File: config.mk
export PLATFORM = sky130hd
export DESIGN_NAME = fetch_stage
export DESIGN_NICKNAME = d
export VERILOG_FILES = /design/src/rtl/fetch_stage.sv
export SDC_FILE = /design/constraint.sdc
export NUM_CORES = 1
export LEC_CHECK = 0
export ABC_AREA = 1
export CORE_AREA = 2 2 170 172
export DETAILED_ROUTE_END_ITERATION = 10
export DIE_AREA = 0 0 172 174
export PLACE_DENSITY = 0.67
export SETUP_SLACK_MARGIN = 0.05
export SYNTH_ARGS = -nofsm -noshare
export SYNTH_HDL_FRONTEND = slang
export SYNTH_SLANG_ARGS = --single-unit
File: constraint.sdc
create_clock -name clk -period 3.3 [get_ports clk]
set_input_delay 0.33 -clock clk [delete_from_list [all_inputs] [get_ports clk]]
set_output_delay 0.33 -clock clk [all_outputs]
set_load 0.03 [all_outputs]
File: src/rtl/fetch_stage.sv
// Instruction fetch stage: owns PCF, issues in-order memory requests, buffers returned
// words in a small FIFO and drives the IF/ID register toward decode.
module fetch_stage #(
    parameter int unsigned     XLEN      = 32,
    parameter logic [XLEN-1:0] RESET_PC  = '0,
    parameter int unsigned     BUF_DEPTH = 2
) (
    input  logic            clk,
    input  logic            rst_n,
    input  logic            StallF,
    input  logic            StallD,
    input  logic            FlushD,
    input  logic            PCSrcE,
    input  logic [XLEN-1:0] PCTargetE,
    output logic            imem_req_valid,
    input  logic            imem_req_ready,
    output logic [XLEN-1:0] imem_req_addr,
    input  logic            imem_rsp_valid,
    input  logic [XLEN-1:0] imem_rsp_data,
    output logic [XLEN-1:0] InstrD,
    output logic [XLEN-1:0] PCD,
    output logic [XLEN-1:0] PCPlus4D,
    output logic            ValidD
);

    localparam int unsigned     PTR_W   = (BUF_DEPTH > 1) ? $clog2(BUF_DEPTH) : 1;
    localparam int unsigned     CNT_W   = $clog2(BUF_DEPTH + 1);
    localparam logic [CNT_W:0]  DEPTH_C = (CNT_W+1)'(BUF_DEPTH);
    localparam logic [XLEN-1:0] NOP     = XLEN'(32'h0000_0013);

    logic [XLEN-1:0]  pcf_q, pcf_d;
    logic             pend_q, pend_d;
    logic [CNT_W-1:0] out_q, out_d;
    logic [CNT_W-1:0] drop_q, drop_d;
    logic [CNT_W-1:0] cnt_q, cnt_d;
    logic [PTR_W-1:0] wr_ptr_q, wr_ptr_d;
    logic [PTR_W-1:0] rd_ptr_q, rd_ptr_d;
    logic [XLEN-1:0]  fifo_pc_q    [BUF_DEPTH];
    logic [XLEN-1:0]  fifo_instr_q [BUF_DEPTH];

    logic [XLEN-1:0]  instr_q, instr_d;
    logic [XLEN-1:0]  pc_q, pc_d;
    logic [XLEN-1:0]  pc4_q, pc4_d;
    logic             valid_q, valid_d;

    logic             pop, push, rsp_live, accept;
    logic [CNT_W:0]   occ;
    logic [CNT_W-1:0] live;
    logic [XLEN-1:0]  rsp_pc;

    // Request side. A slot freed by this cycle's pop counts as free, which keeps a
    // 1-cycle memory streaming one instruction per cycle.
    always_comb begin
        pop            = !FlushD && !StallD && (cnt_q != '0);
        rsp_live       = imem_rsp_valid && (drop_q == '0);
        push           = rsp_live && !PCSrcE;
        occ            = (CNT_W+1)'(cnt_q) + (CNT_W+1)'(out_q) - (CNT_W+1)'(pop);
        imem_req_valid = rst_n && !PCSrcE && (occ < DEPTH_C) && (!StallF || pend_q);
        imem_req_addr  = pcf_q;
        accept         = imem_req_valid && imem_req_ready;
        // Live requests have consecutive PCs ending at PCF-4, so the oldest one's PC
        // is recovered from the live count instead of being stored.
        live           = out_q - drop_q;
        rsp_pc         = pcf_q - (XLEN'(live) << 2);
    end

    always_comb begin
        pcf_d    = pcf_q;
        pend_d   = imem_req_valid && !imem_req_ready;
        out_d    = out_q + CNT_W'(accept) - CNT_W'(imem_rsp_valid);
        drop_d   = drop_q;
        cnt_d    = cnt_q;
        wr_ptr_d = wr_ptr_q;
        rd_ptr_d = rd_ptr_q;
        if (PCSrcE) begin
            pcf_d    = PCTargetE;
            drop_d   = out_q - CNT_W'(imem_rsp_valid);
            cnt_d    = '0;
            wr_ptr_d = '0;
            rd_ptr_d = '0;
        end else begin
            if (accept) pcf_d = pcf_q + XLEN'(4);
            drop_d   = drop_q - CNT_W'(imem_rsp_valid && (drop_q != '0));
            cnt_d    = cnt_q + CNT_W'(push) - CNT_W'(pop);
            wr_ptr_d = wr_ptr_q + PTR_W'(push);
            rd_ptr_d = rd_ptr_q + PTR_W'(pop);
        end
    end

    always_comb begin
        instr_d = instr_q;
        pc_d    = pc_q;
        pc4_d   = pc4_q;
        valid_d = valid_q;
        if (FlushD || (!StallD && !pop)) begin
            instr_d = NOP;
            pc_d    = '0;
            pc4_d   = '0;
            valid_d = 1'b0;
        end else if (pop) begin
            instr_d = fifo_instr_q[rd_ptr_q];
            pc_d    = fifo_pc_q[rd_ptr_q];
            pc4_d   = fifo_pc_q[rd_ptr_q] + XLEN'(4);
            valid_d = 1'b1;
        end
    end

    always_ff @(posedge clk or negedge rst_n) begin
        if (!rst_n) begin
            pcf_q    <= RESET_PC;
            pend_q   <= 1'b0;
            out_q    <= '0;
            drop_q   <= '0;
            cnt_q    <= '0;
            wr_ptr_q <= '0;
            rd_ptr_q <= '0;
            instr_q  <= NOP;
            pc_q     <= '0;
            pc4_q    <= '0;
            valid_q  <= 1'b0;
        end else begin
            assert (!(push && !pop && ({1'b0, cnt_q} == DEPTH_C)));
            pcf_q    <= pcf_d;
            pend_q   <= pend_d;
            out_q    <= out_d;
            drop_q   <= drop_d;
            cnt_q    <= cnt_d;
            wr_ptr_q <= wr_ptr_d;
            rd_ptr_q <= rd_ptr_d;
            instr_q  <= instr_d;
            pc_q     <= pc_d;
            pc4_q    <= pc4_d;
            valid_q  <= valid_d;
        end
    end

    // Buffer storage carries no reset; occupancy is tracked by cnt_q alone.
    always_ff @(posedge clk) begin
        if (push) begin
            fifo_pc_q[wr_ptr_q]    <= rsp_pc;
            fifo_instr_q[wr_ptr_q] <= imem_rsp_data;
        end
    end

    assign InstrD   = instr_q;
    assign PCD      = pc_q;
    assign PCPlus4D = pc4_q;
    assign ValidD   = valid_q;

endmodule

==> impl_results.md <==
* Status: finished clean
* Clk_lat worst skew at 0.54 ns
* Antenna Nets Post-Route at 0
* Leakage at 6.39 nW
* Synth warn at 0
* TNS Setup at 0 ns
* Clock slew at reported path FFs at around 0.060 ns
* Final setup violation count at 0
* Final Non-Filler Cells at 1,919
* Vias in the first global route at 9,217
* Reg2reg start: out_q[0]$_DFF_PN0_
* Worst VDD drop at 0.396 mV
* Clk sinks at 264
* Via count at 9,432
* Post-synthesis mux area share at 2.57%
* DRC viols at 0
* Fraction of synthesis flops using an asynchronous set or reset pin at roughly 52%
* RR Endpoint: fifo_pc_q[1][26]$_DFFE_PP_
* CORE AREA at 0.0282 sq mm
* DR vias/cell at 4.92
* Drt wl/cell at between 15 and 20 um
* TritonCTS clock tree: yes
* Layout cell share with drive strength beyond 1 at under 10%
* Worst Hold Path Cells at 3
* Fmax at around 360 MHz
* Synthesized Nets at 1,412
* Largest family of logic cells by synthesized area: simple AND/OR/NAND/NOR gates
* Compound-cell area share of the yosys netlist at 5.66%
* Unrepaired setup endpoints after global routing: false
* Simple-gate share of the synthesized area at 22.9%
* Critical path capture point type: register
* Worst EP required at 3.59 ns
* Initial antenna violation count at 0
* Post-synthesis adder-cell area fraction at 1.72%
* Die height at 174 um
* Final hold violation count at 0
* Worst Setup Start Kind: register
* Worst Hold Slack at between 0.3 and 0.4 ns
* Power per cell area at 573 mW/mm^2
* RD Place Congestion at 0.862
* Hold EP: imem_req_addr[0]$_DFFE_PN0P_
* Cells resized by post-CTS repair at 0
* Worst Hold Launch: PCTargetE[0]
* GRT Total Usage at between 20% and 30%
* Io pins at 202
* Synth Flop Type: dfrtp_1
* FF-to-FF path depth at 12
* Post-Synthesis Cells at 1,324
* CTS buffer count at 28
* Most frequent cells in the layout: 386 x nand2_1, 199 x clkdlybuf4s50_1, 132 x dfrtp_1
* Setup CP Type: register to register
* First-pass GRT wire length at 48,500 um
* Clock tree root driver cell: clkbuf_16
* Post-synthesis sequential area ratio at 58.1%
* Cell area after synthesis at 0.0125 sq mm
* First drt pass iteration count at 5
* Rel. slew slack at 41.8%
* Post-Route Skew at 0.0102 ns
* Placed Cells at 1,866
* Mapped Avg Cell Area at 9.42 sq um
* Die width at 172 um
* Fillcell total at 2,546
* Flops & latches, synth at approximately 260
* Drt initial violations at 775
* CP arrival at 3.10 ns
* Starting Density at 44.2%
* Xor and xnor fraction of the mapped netlist area at 3.16%
* Worst-margin pin slew at roughly 0.87 ns
* DP HPWL at 21,000 um
* Crit path time final at between 2 and 3 ns
* Max Cap Violations at 0
* Synth unique cells at 48
* Pin count of the biggest net entering global routing at 137
* Overflow after GRT at 0
* Worst Hold Class: input port to register
* EDFF count, synth at around 130
* Final period util at 85.2%
* Layout area overhead at 25.7%
* CP max FO at 5
* Port Buffers at 201
* H-tree depth at 1
* Ant. Diodes at 0
* Slew Limit Fails at 0
* CTS max path bufs at 3
* # rows at 62
* Final net count at 1,601
* R2R Setup Slk at 0.49 ns
* Most common cell after layout, fill and taps aside: nand2_1
* Die Area at 0.0299 sq mm
* WL final at 29,900 um
==> synthesized netlist by cell type (3+ instances only) <==
cell type / instances / area (sq um)
buf_2: 16 / 80.1
nand3_1: 82 / 410
xnor2_1: 7 / 61.3
edfxtp_1: 128 / 3840
nand2_1: 386 / 1450
buf_4: 8 / 60.1
buf_1: 4 / 15.0
a31oi_1: 3 / 18.8
buf_8: 3 / 45.0
nand2_2: 15 / 93.8
dfrtp_1: 133 / 3330
nand3b_1: 5 / 37.5
nor2_4: 4 / 45.0
dfstp_2: 3 / 78.8
inv_2: 5 / 18.8
o21ai_1: 4 / 20.0
clkbuf_1: 22 / 82.6
xor2_1: 38 / 333
nand4_1: 12 / 75.1
ha_1: 14 / 175
mux2i_1: 32 / 320
nor3_1: 16 / 80.1
buf_6: 4 / 45.0
nor2_2: 19 / 119
a21oi_1: 17 / 85.1
o21ai_0: 89 / 445
nor2_1: 127 / 477
o211ai_1: 7 / 52.6
inv_1: 98 / 368
==> kinds of logic (layout without fill, tap and decap cells) <==
kind of cell | Yosys count | in the layout
buffers and inverters | 163 | 374
AND/OR/NAND/NOR | 674 | 674
XOR/XNOR | 45 | 45
AO/OA/AOI/OAI | 130 | 130
flip-flops | 264 | 264
multiplexers | 32 | 32
adder cells (fa/ha/maj) | 16 | 16
==> state kept, by name, summed over array words and instances (netlist names) <==
| name | flops |
|---|---|
| out_q | 2 |
| wr_ptr_q | 1 |
| imem_req_addr | 32 |
| rd_ptr_q | 1 |
| ValidD | 1 |
| PCPlus4D | 30 |
| pend_q | 1 |
| fifo_instr_q | 64 |
| PCD | 32 |
| InstrD | 32 |
| cnt_q | 2 |
| fifo_pc_q | 64 |
| drop_q | 2 |
==> what timing repair did <==
item,CTS,global route
hold buffers,1,0
endpoints found under the hold margin,133,0
endpoints found under the setup margin,0,0
setup buffers,0,0
==> report_power, final <==
group | switching [W] | internal, W | total [W]
clock | 0.00126 | 0.00166 | 0.00293
sequential | 0.000249 | 0.00381 | 0.00406
combinational | 0.00125 | 0.000742 | 0.00199
==> worst max-delay path, stage by stage, from the launching register on <==
cell,delay [ns]
dfrtp_1,0.39
inv_1,0.09
ha_1,0.21
xnor2_1,0.13
xor2_1,0.17
fa_1,0.44
nor2_2,0.13
nand4_1,0.16
nor2_2,0.25
nand2_1,0.15
nor2_1,0.18
nand3_1,0.11
xor2_1,0.16
==> routing by layer <==
metal	GRT usage, %	part of all wire (%)
met4	5.39	2.5
met5	0	0
met1	29.2	46
met2	32.6	47
met3	2.28	5.0
==> through the flow <==
| stage | instance area, sq um | power (W) | setup slack (ns) | utilization (%) |
|---|---|---|---|---|
| after global placement | 14800 | 0.00608 | 0.288 | 52.5 |
| after detailed placement | 14800 | 0.00612 | 0.276 | 52.5 |
| final | 15700 | 0.00899 | 0.488 | 55.5 |
| after CTS | 15700 | 0.00906 | 0.482 | 55.5 |
| after floorplan | 12500 | 0.00538 | 0.150 | - |
| after global routing | 15700 | 0.00945 | 0.299 | 55.5 |
==> worst max path at each step <==
stage / slack (ns) / start / cells past startpoint / to
after floorplan: 0.15 / cnt_q[0]$_DFF_PN0_ / 13 / out_q[1]$_DFF_PN0_
after global placement: 0.29 / FlushD / 14 / out_q[1]$_DFF_PN0_
after detailed placement: 0.28 / FlushD / 15 / out_q[1]$_DFF_PN0_
after CTS: 0.48 / out_q[0]$_DFF_PN0_ / 12 / fifo_pc_q[1][26]$_DFFE_PP_
after global routing: 0.30 / out_q[0]$_DFF_PN0_ / 12 / fifo_pc_q[1][26]$_DFFE_PP_
final: 0.49 / out_q[0]$_DFF_PN0_ / 12 / fifo_pc_q[1][26]$_DFFE_PP_
==> area by class of cell <==
cell class	count	area [sq um]	area share [%]
clock inverter	15	111	0.710
sequential	264	7250	46.3
inverter	105	399	2.55
multi-input combinational	897	4510	28.7
timing repair buffer	217	2180	13.9
clock buffer	37	744	4.75
tap	384	480	3.06
(Power assumes the default switching activity.)
